[src/rtl/chess_pkg.sv]
// Shared definitions for the chess game: controller states and player encodings.
// The layout matrix imports the same player constants so both blocks agree on colour.
package chess_pkg;

   typedef enum logic [1:0] {
      ST_IDLE   = 2'd0,
      ST_RUN    = 2'd1,
      ST_PAUSED = 2'd2,
      ST_OVER   = 2'd3
   } state_e;

   localparam logic WHITE_PLAYER = 1'b1;
   localparam logic BLACK_PLAYER = 1'b0;

endpackage

[src/rtl/player_timer.sv]
// One player's countdown clock: load to the initial time, tick down, and add a
// saturating per-move increment (applied after a same-cycle decrement).
module player_timer #(
   parameter int TIME_WIDTH        = 12,
   parameter int INIT_SECONDS      = 300,
   parameter int INCREMENT_SECONDS = 2
) (
   input  logic                  clock,
   input  logic                  resetApp,
   input  logic                  load,
   input  logic                  dec_en,
   input  logic                  inc_en,
   output logic [TIME_WIDTH-1:0] time_o,
   output logic                  will_zero_o
);

   localparam logic [TIME_WIDTH-1:0] INIT_VAL = TIME_WIDTH'(INIT_SECONDS);
   localparam logic [TIME_WIDTH-1:0] MAX_VAL  = '1;
   localparam logic [TIME_WIDTH:0]   INC_EXT  = (TIME_WIDTH + 1)'(INCREMENT_SECONDS);

   logic [TIME_WIDTH-1:0] time_q, time_d;
   logic [TIME_WIDTH-1:0] dec_val;
   logic [TIME_WIDTH-1:0] base_val;
   logic [TIME_WIDTH:0]   sum_ext;

   // NOTE: every always_comb output gets a default first so no path can infer a latch.
   always_comb begin
      dec_val  = (time_q != '0) ? time_q - 1'b1 : time_q;
      base_val = dec_en ? dec_val : time_q;
      sum_ext  = {1'b0, base_val} + INC_EXT;
      time_d   = time_q;
      if (load)
         time_d = INIT_VAL;
      else if (inc_en)
         time_d = sum_ext[TIME_WIDTH] ? MAX_VAL : sum_ext[TIME_WIDTH-1:0];
      else if (dec_en)
         time_d = dec_val;
   end

   // NOTE: sequential state uses non-blocking assignments so all flops update together.
   always_ff @(posedge clock) begin
      if (resetApp)
         time_q <= INIT_VAL;
      else
         time_q <= time_d;
   end

   assign time_o      = time_q;
   assign will_zero_o = (time_q == TIME_WIDTH'(1));

endmodule

[src/rtl/chess_turn_controller.sv]
// Turn and game-clock scheduler: owns the active player, grants moves to the layout
// matrix, runs both countdown clocks and declares the timeout loser.
module chess_turn_controller
   import chess_pkg::*;
#(
   parameter int TIME_WIDTH        = 12,
   parameter int INIT_SECONDS      = 300,
   parameter int INCREMENT_SECONDS = 2,
   parameter int COUNT_WIDTH       = 8
) (
   input  logic                   clock,
   input  logic                   resetApp,
   input  logic                   Tick,
   input  logic                   Start,
   input  logic                   Pause,
   input  logic                   MoveDone,
   output logic                   Player,
   output logic                   MoveEnable,
   output logic [TIME_WIDTH-1:0]  WhiteTime,
   output logic [TIME_WIDTH-1:0]  BlackTime,
   output logic [COUNT_WIDTH-1:0] MoveCount,
   output logic                   GameOver,
   output logic                   Loser
);

   state_e                 state_q;
   logic                   player_q;
   logic [COUNT_WIDTH-1:0] count_q;
   logic                   move_enable_q;
   logic                   game_over_q;
   logic                   loser_q;

   logic run_active, active_will_zero, timeout, commit, reload;
   logic white_zero, black_zero;
   logic white_dec, black_dec, white_inc, black_inc;

   // Pause outranks Tick and MoveDone; a timeout outranks a same-cycle move.
   always_comb begin
      run_active       = (state_q == ST_RUN) && !Pause;
      active_will_zero = (player_q == WHITE_PLAYER) ? white_zero : black_zero;
      timeout          = run_active && Tick && active_will_zero;
      commit           = run_active && MoveDone && !timeout;
      reload           = (state_q == ST_OVER) && Start;
      white_dec        = run_active && Tick && (player_q == WHITE_PLAYER);
      black_dec        = run_active && Tick && (player_q == BLACK_PLAYER);
      white_inc        = commit && (player_q == WHITE_PLAYER);
      black_inc        = commit && (player_q == BLACK_PLAYER);
   end

   player_timer #(
      .TIME_WIDTH       (TIME_WIDTH),
      .INIT_SECONDS     (INIT_SECONDS),
      .INCREMENT_SECONDS(INCREMENT_SECONDS)
   ) u_white_timer (
      .clock      (clock),
      .resetApp   (resetApp),
      .load       (reload),
      .dec_en     (white_dec),
      .inc_en     (white_inc),
      .time_o     (WhiteTime),
      .will_zero_o(white_zero)
   );

   player_timer #(
      .TIME_WIDTH       (TIME_WIDTH),
      .INIT_SECONDS     (INIT_SECONDS),
      .INCREMENT_SECONDS(INCREMENT_SECONDS)
   ) u_black_timer (
      .clock      (clock),
      .resetApp   (resetApp),
      .load       (reload),
      .dec_en     (black_dec),
      .inc_en     (black_inc),
      .time_o     (BlackTime),
      .will_zero_o(black_zero)
   );

   // Outputs are set alongside each state transition so they are registered with it.
   always_ff @(posedge clock) begin
      if (resetApp) begin
         state_q       <= ST_IDLE;
         player_q      <= WHITE_PLAYER;
         count_q       <= '0;
         move_enable_q <= 1'b0;
         game_over_q   <= 1'b0;
         loser_q       <= 1'b0;
      end else begin
         case (state_q)
            ST_IDLE: begin
               if (Start) begin
                  state_q       <= ST_RUN;
                  move_enable_q <= 1'b1;
               end
            end
            ST_RUN: begin
               if (Pause) begin
                  state_q       <= ST_PAUSED;
                  move_enable_q <= 1'b0;
               end else if (timeout) begin
                  state_q       <= ST_OVER;
                  move_enable_q <= 1'b0;
                  game_over_q   <= 1'b1;
                  loser_q       <= player_q;
               end else if (commit) begin
                  player_q <= ~player_q;
                  count_q  <= count_q + 1'b1;
               end
            end
            ST_PAUSED: begin
               if (!Pause) begin
                  state_q       <= ST_RUN;
                  move_enable_q <= 1'b1;
               end
            end
            ST_OVER: begin
               if (Start) begin
                  state_q     <= ST_IDLE;
                  player_q    <= WHITE_PLAYER;
                  count_q     <= '0;
                  game_over_q <= 1'b0;
                  loser_q     <= 1'b0;
               end
            end
            default: state_q <= ST_IDLE;
         endcase
      end
   end

   assign Player     = player_q;
   assign MoveEnable = move_enable_q;
   assign MoveCount  = count_q;
   assign GameOver   = game_over_q;
   assign Loser      = loser_q;

endmodule

[config.mk]
export PLATFORM = sky130hd
export DESIGN_NAME = chess_turn_controller
export DESIGN_NICKNAME = d
export VERILOG_FILES = /design/src/rtl/chess_pkg.sv /design/src/rtl/player_timer.sv /design/src/rtl/chess_turn_controller.sv
export SDC_FILE = /design/constraint.sdc
export NUM_CORES = 1
export LEC_CHECK = 0
export BUFFER_PORTS_ARGS = -buffer_cell sky130_fd_sc_hd__buf_2
export CAP_MARGIN = 5
export CORE_MARGIN = 2
export CORE_UTILIZATION = 53
export CTS_CLUSTER_DIAMETER = 200
export DETAILED_ROUTE_END_ITERATION = 12
export GPL_TIMING_DRIVEN = 0
export PLACE_DENSITY = 0.84
export RECOVER_POWER = 100
export SYNTH_ARGS = -nofsm -noshare
export SYNTH_HDL_FRONTEND = slang
export SYNTH_HIERARCHICAL = 1
export SYNTH_SLANG_ARGS = --single-unit
[constraint.sdc]
create_clock -name clock -period 3.3 [get_ports clock]
set_input_delay 0.165 -clock clock [delete_from_list [all_inputs] [get_ports clock]]
set_output_delay 0.165 -clock clock [all_outputs]
set_load 0.05 [all_outputs]
==> impl_metrics.json <==
{
  "dp_cells": 502,
  "port_buffers": 41,
  "switching_share_pct": 27.09,
  "seq_power_share_pct": 51.6,
  "routed_via_density": 6.393,
  "post-place-ws_ns": -0.4772,
  "cts.sinks": 38,
  "p_switching_mw": 0.2493,
  "crit_path_end_kind": "register",
  "synth_ff_type": "dfxtp_1",
  "synth_top_cell_area_share_pct": 23.68,
  "grt_max_degree": 13,
  "clkTransAtPathRegs_ns": 0.07,
  "initial_core_util_pct": 54.59,
  "cts-buffers-inserted": 5,
  "ios": 42,
  "hpwl_um": 6233,
  "status": "complete, no violations",
  "met3_length_um": 615,
  "drt_iter0_drc": 263,
  "grt_use_total_pct": 25.45,
  "yosysSeqAreaShare_pct": 23.68,
  "ys_seq_elements": 38,
  "slew_viol_final": 0,
  "dieArea_sq_um": 6701,
  "p_comb_share_pct": 12.6,
  "min_period_ns": 3.246,
  "hold_class": "input pin to register",
  "synth_top_cell_by_area": "dfxtp_1",
  "final_nets": 450,
  "power.density_nw_per_um2": 251.4,
  "layout_commonest_cell": "clkbuf_1",
  "drive_gt1_share_pct": 19.95,
  "crit_fanout": 9,
  "dr_total_vias": 3267,
  "wl_per_cell_um": 16.78,
  "grt_pass1_vias": 2909,
  "synth_cell_types": 85,
  "num_rows": 28,
  "drt-total-wl_um": 8574,
  "n_antenna_cell": 0,
  "gp_congestion": 0.9504,
  "crit_arrival_ns": 3.41,
  "peakVddDrop_v": 0.0001772,
  "die_w_um": 81.86,
  "synth_area_leaders": "dfxtp_1, nand3_1, ha_1, a21oi_1, mux2i_1",
  "netlist_area_sq_um": 3213,
  "h-tree-depth": 2,
  "grt_pass1_wl_um": 13500,
  "tritoncts": "built",
  "clockPowerShare_pct": 35.8,
  "dpl_cell_area_sq_um": 3512,
  "fin_cells": 511,
  "slew_headroom_pct": 44.99,
  "final_cell_mix": "clkbuf_1, dfxtp_1, nand3_1, nor2_1, a21oi_1",
  "met2_length_um": 4177,
  "hold_viol": 0,
  "cts_root_buf": "clkbuf_8",
  "leakage_nw": 1.206,
  "overflow": 0,
  "power_mw": 0.9205,
  "syn-num-nets": 401,
  "first_pass_iters": 6,
  "finalClockSkew_ns": 0.005334,
  "dr.max_layer_used": "met4",
  "worstSetupPathType": "register to register",
  "tightestPinTransition_ns": 0.8176,
  "yosysWarnings": 6,
  "p_int_mw": 0.6712,
  "antenna_found_initial": 0,
  "remaining_drc_errors": 0,
  "ys_async_sr_fraction_pct": 0,
  "die_y_um": 81.86,
  "finalSetupViolations": 0,
  "fin_area_sq_um": 3661,
  "area_growth_pct": 13.94,
  "crit_required_ns": 3.46,
  "fin_crit_sh_pct": 98.36,
  "fin_ws_ns": 0.05415,
  "met1_length_um": 3681,
  "clock_latency_ns": 0.29,
  "drv_cap": 0,
  "cts_hold_buffers": 0,
  "ant_nets": 0,
  "start_kind": "register",
  "cts.path.max_buffers": 2,
  "avgSynthCellArea_sq_um": 8.324,
  "synth_edf_count": 0,
  "synthCells": 386,
  "fmax_mhz": 308.1,
  "coreArea_sq_um": 5886
}
-- per-layer routing --
layer / global-route usage [%] / vias up
li1: - / 1579
met1: 32.40 / 1526
met2: 43.17 / 152
met3: 4.066 / 10
met4: 9.333 / 0
met5: 0 / -
-- state kept, by name (all words and copies together), names as in the netlist --
register,flops
Loser,1
u_black_timer/time_o,12
u_white_timer/time_o,12
state_q,2
MoveEnable,1
Player,1
MoveCount,8
GameOver,1
-- critical path, cell delays in order (launching register included) --
cell,delay [ns]
dfxtp_1,0.30
buf_2,0.18
nor3b_4,0.27
and3_2,0.36
nor4b_1,0.54
a21boi_0,0.32
a32oi_2,0.21
or3_1,0.44
o41ai_1,0.41
a21oi_1,0.09
-- final timing paths --
kind                            startpoint                        to  slack (ns)  cells after the start
worst max-delay path            state_q[0]  u_white_timer/time_o[10]        0.05                      9
worst min-delay path                  Tick                     Loser        0.24                      3
worst max register to register  state_q[0]  u_white_timer/time_o[10]        0.05                      9
worst min register to register    GameOver                  GameOver        0.49                      2
-- power groups by stage --
stage	registers [mW]	clock network, mW	logic [mW]
3_5_place_dp	0.484	0	0.111
3_3_place_gp	0.483	0	0.108
6_report	0.475	0.330	0.116
4_1_cts	0.473	0.341	0.113
2_1_floorplan	0.501	0	0.0651
5_1_grt	0.477	0.359	0.125
-- per-stage QoR --
stage / TNS, ns / hold WS (ns) / util (%)
after floorplan: 0 / 0.3120 / -
after global placement: -3.403 / 0.4672 / 59.67
after detailed placement: -5.300 / 0.4743 / 59.67
after CTS: 0 / 0.2210 / 61.84
after global routing: -0.01416 / 0.2572 / 62.20
final: 0 / 0.2351 / 62.20
-- synthesized netlist by cell type, drive strengths merged, types with 6 or more instances --
cell type / count
a211o: 6
a211oi: 6
a21oi: 23
a31oi: 10
and2: 6
and3: 8
buf: 12
clkbuf: 10
dfxtp: 38
ha: 9
inv: 11
mux2i: 11
nand2: 21
nand3: 25
nand4: 14
nor2: 25
nor3: 20
nor4: 7
o21ai: 20
or3: 10
or4: 7
xnor2: 6
xor2: 8
-- logic make-up after synthesis --
logic type                 after synthesis  synth area share (%)
DFF                                     38                 23.68
AOI/OAI and AO/OA                      103                 24.61
muxes                                   13                 4.361
adders and majority gates                9                 3.505
xor gates and xnor gates                14                 3.816
buffers and inverters                   33                 5.335
and+or+nand+nor                        176                 34.70
-- repair_timing --
item,in CTS,in global routing
pin swaps,0,2
buffers inserted,1,4
cloned,0,0
resized for setup,5,14
setup endpoints to repair,23,19
-- layout make-up --
cell class | instances | area, sq um
multi-input combinational | 315 | 2355
tap | 75 | 93.84
clock buffer | 6 | 82.58
inverter | 11 | 41.29
buffer | 18 | 115.1
timing repair buffer | 46 | 197.7
clock inverter | 2 | 12.51
fill | 526 | 2225
sequential | 38 | 763.2
No activity file was read; power rests on OpenSTA's default activity.
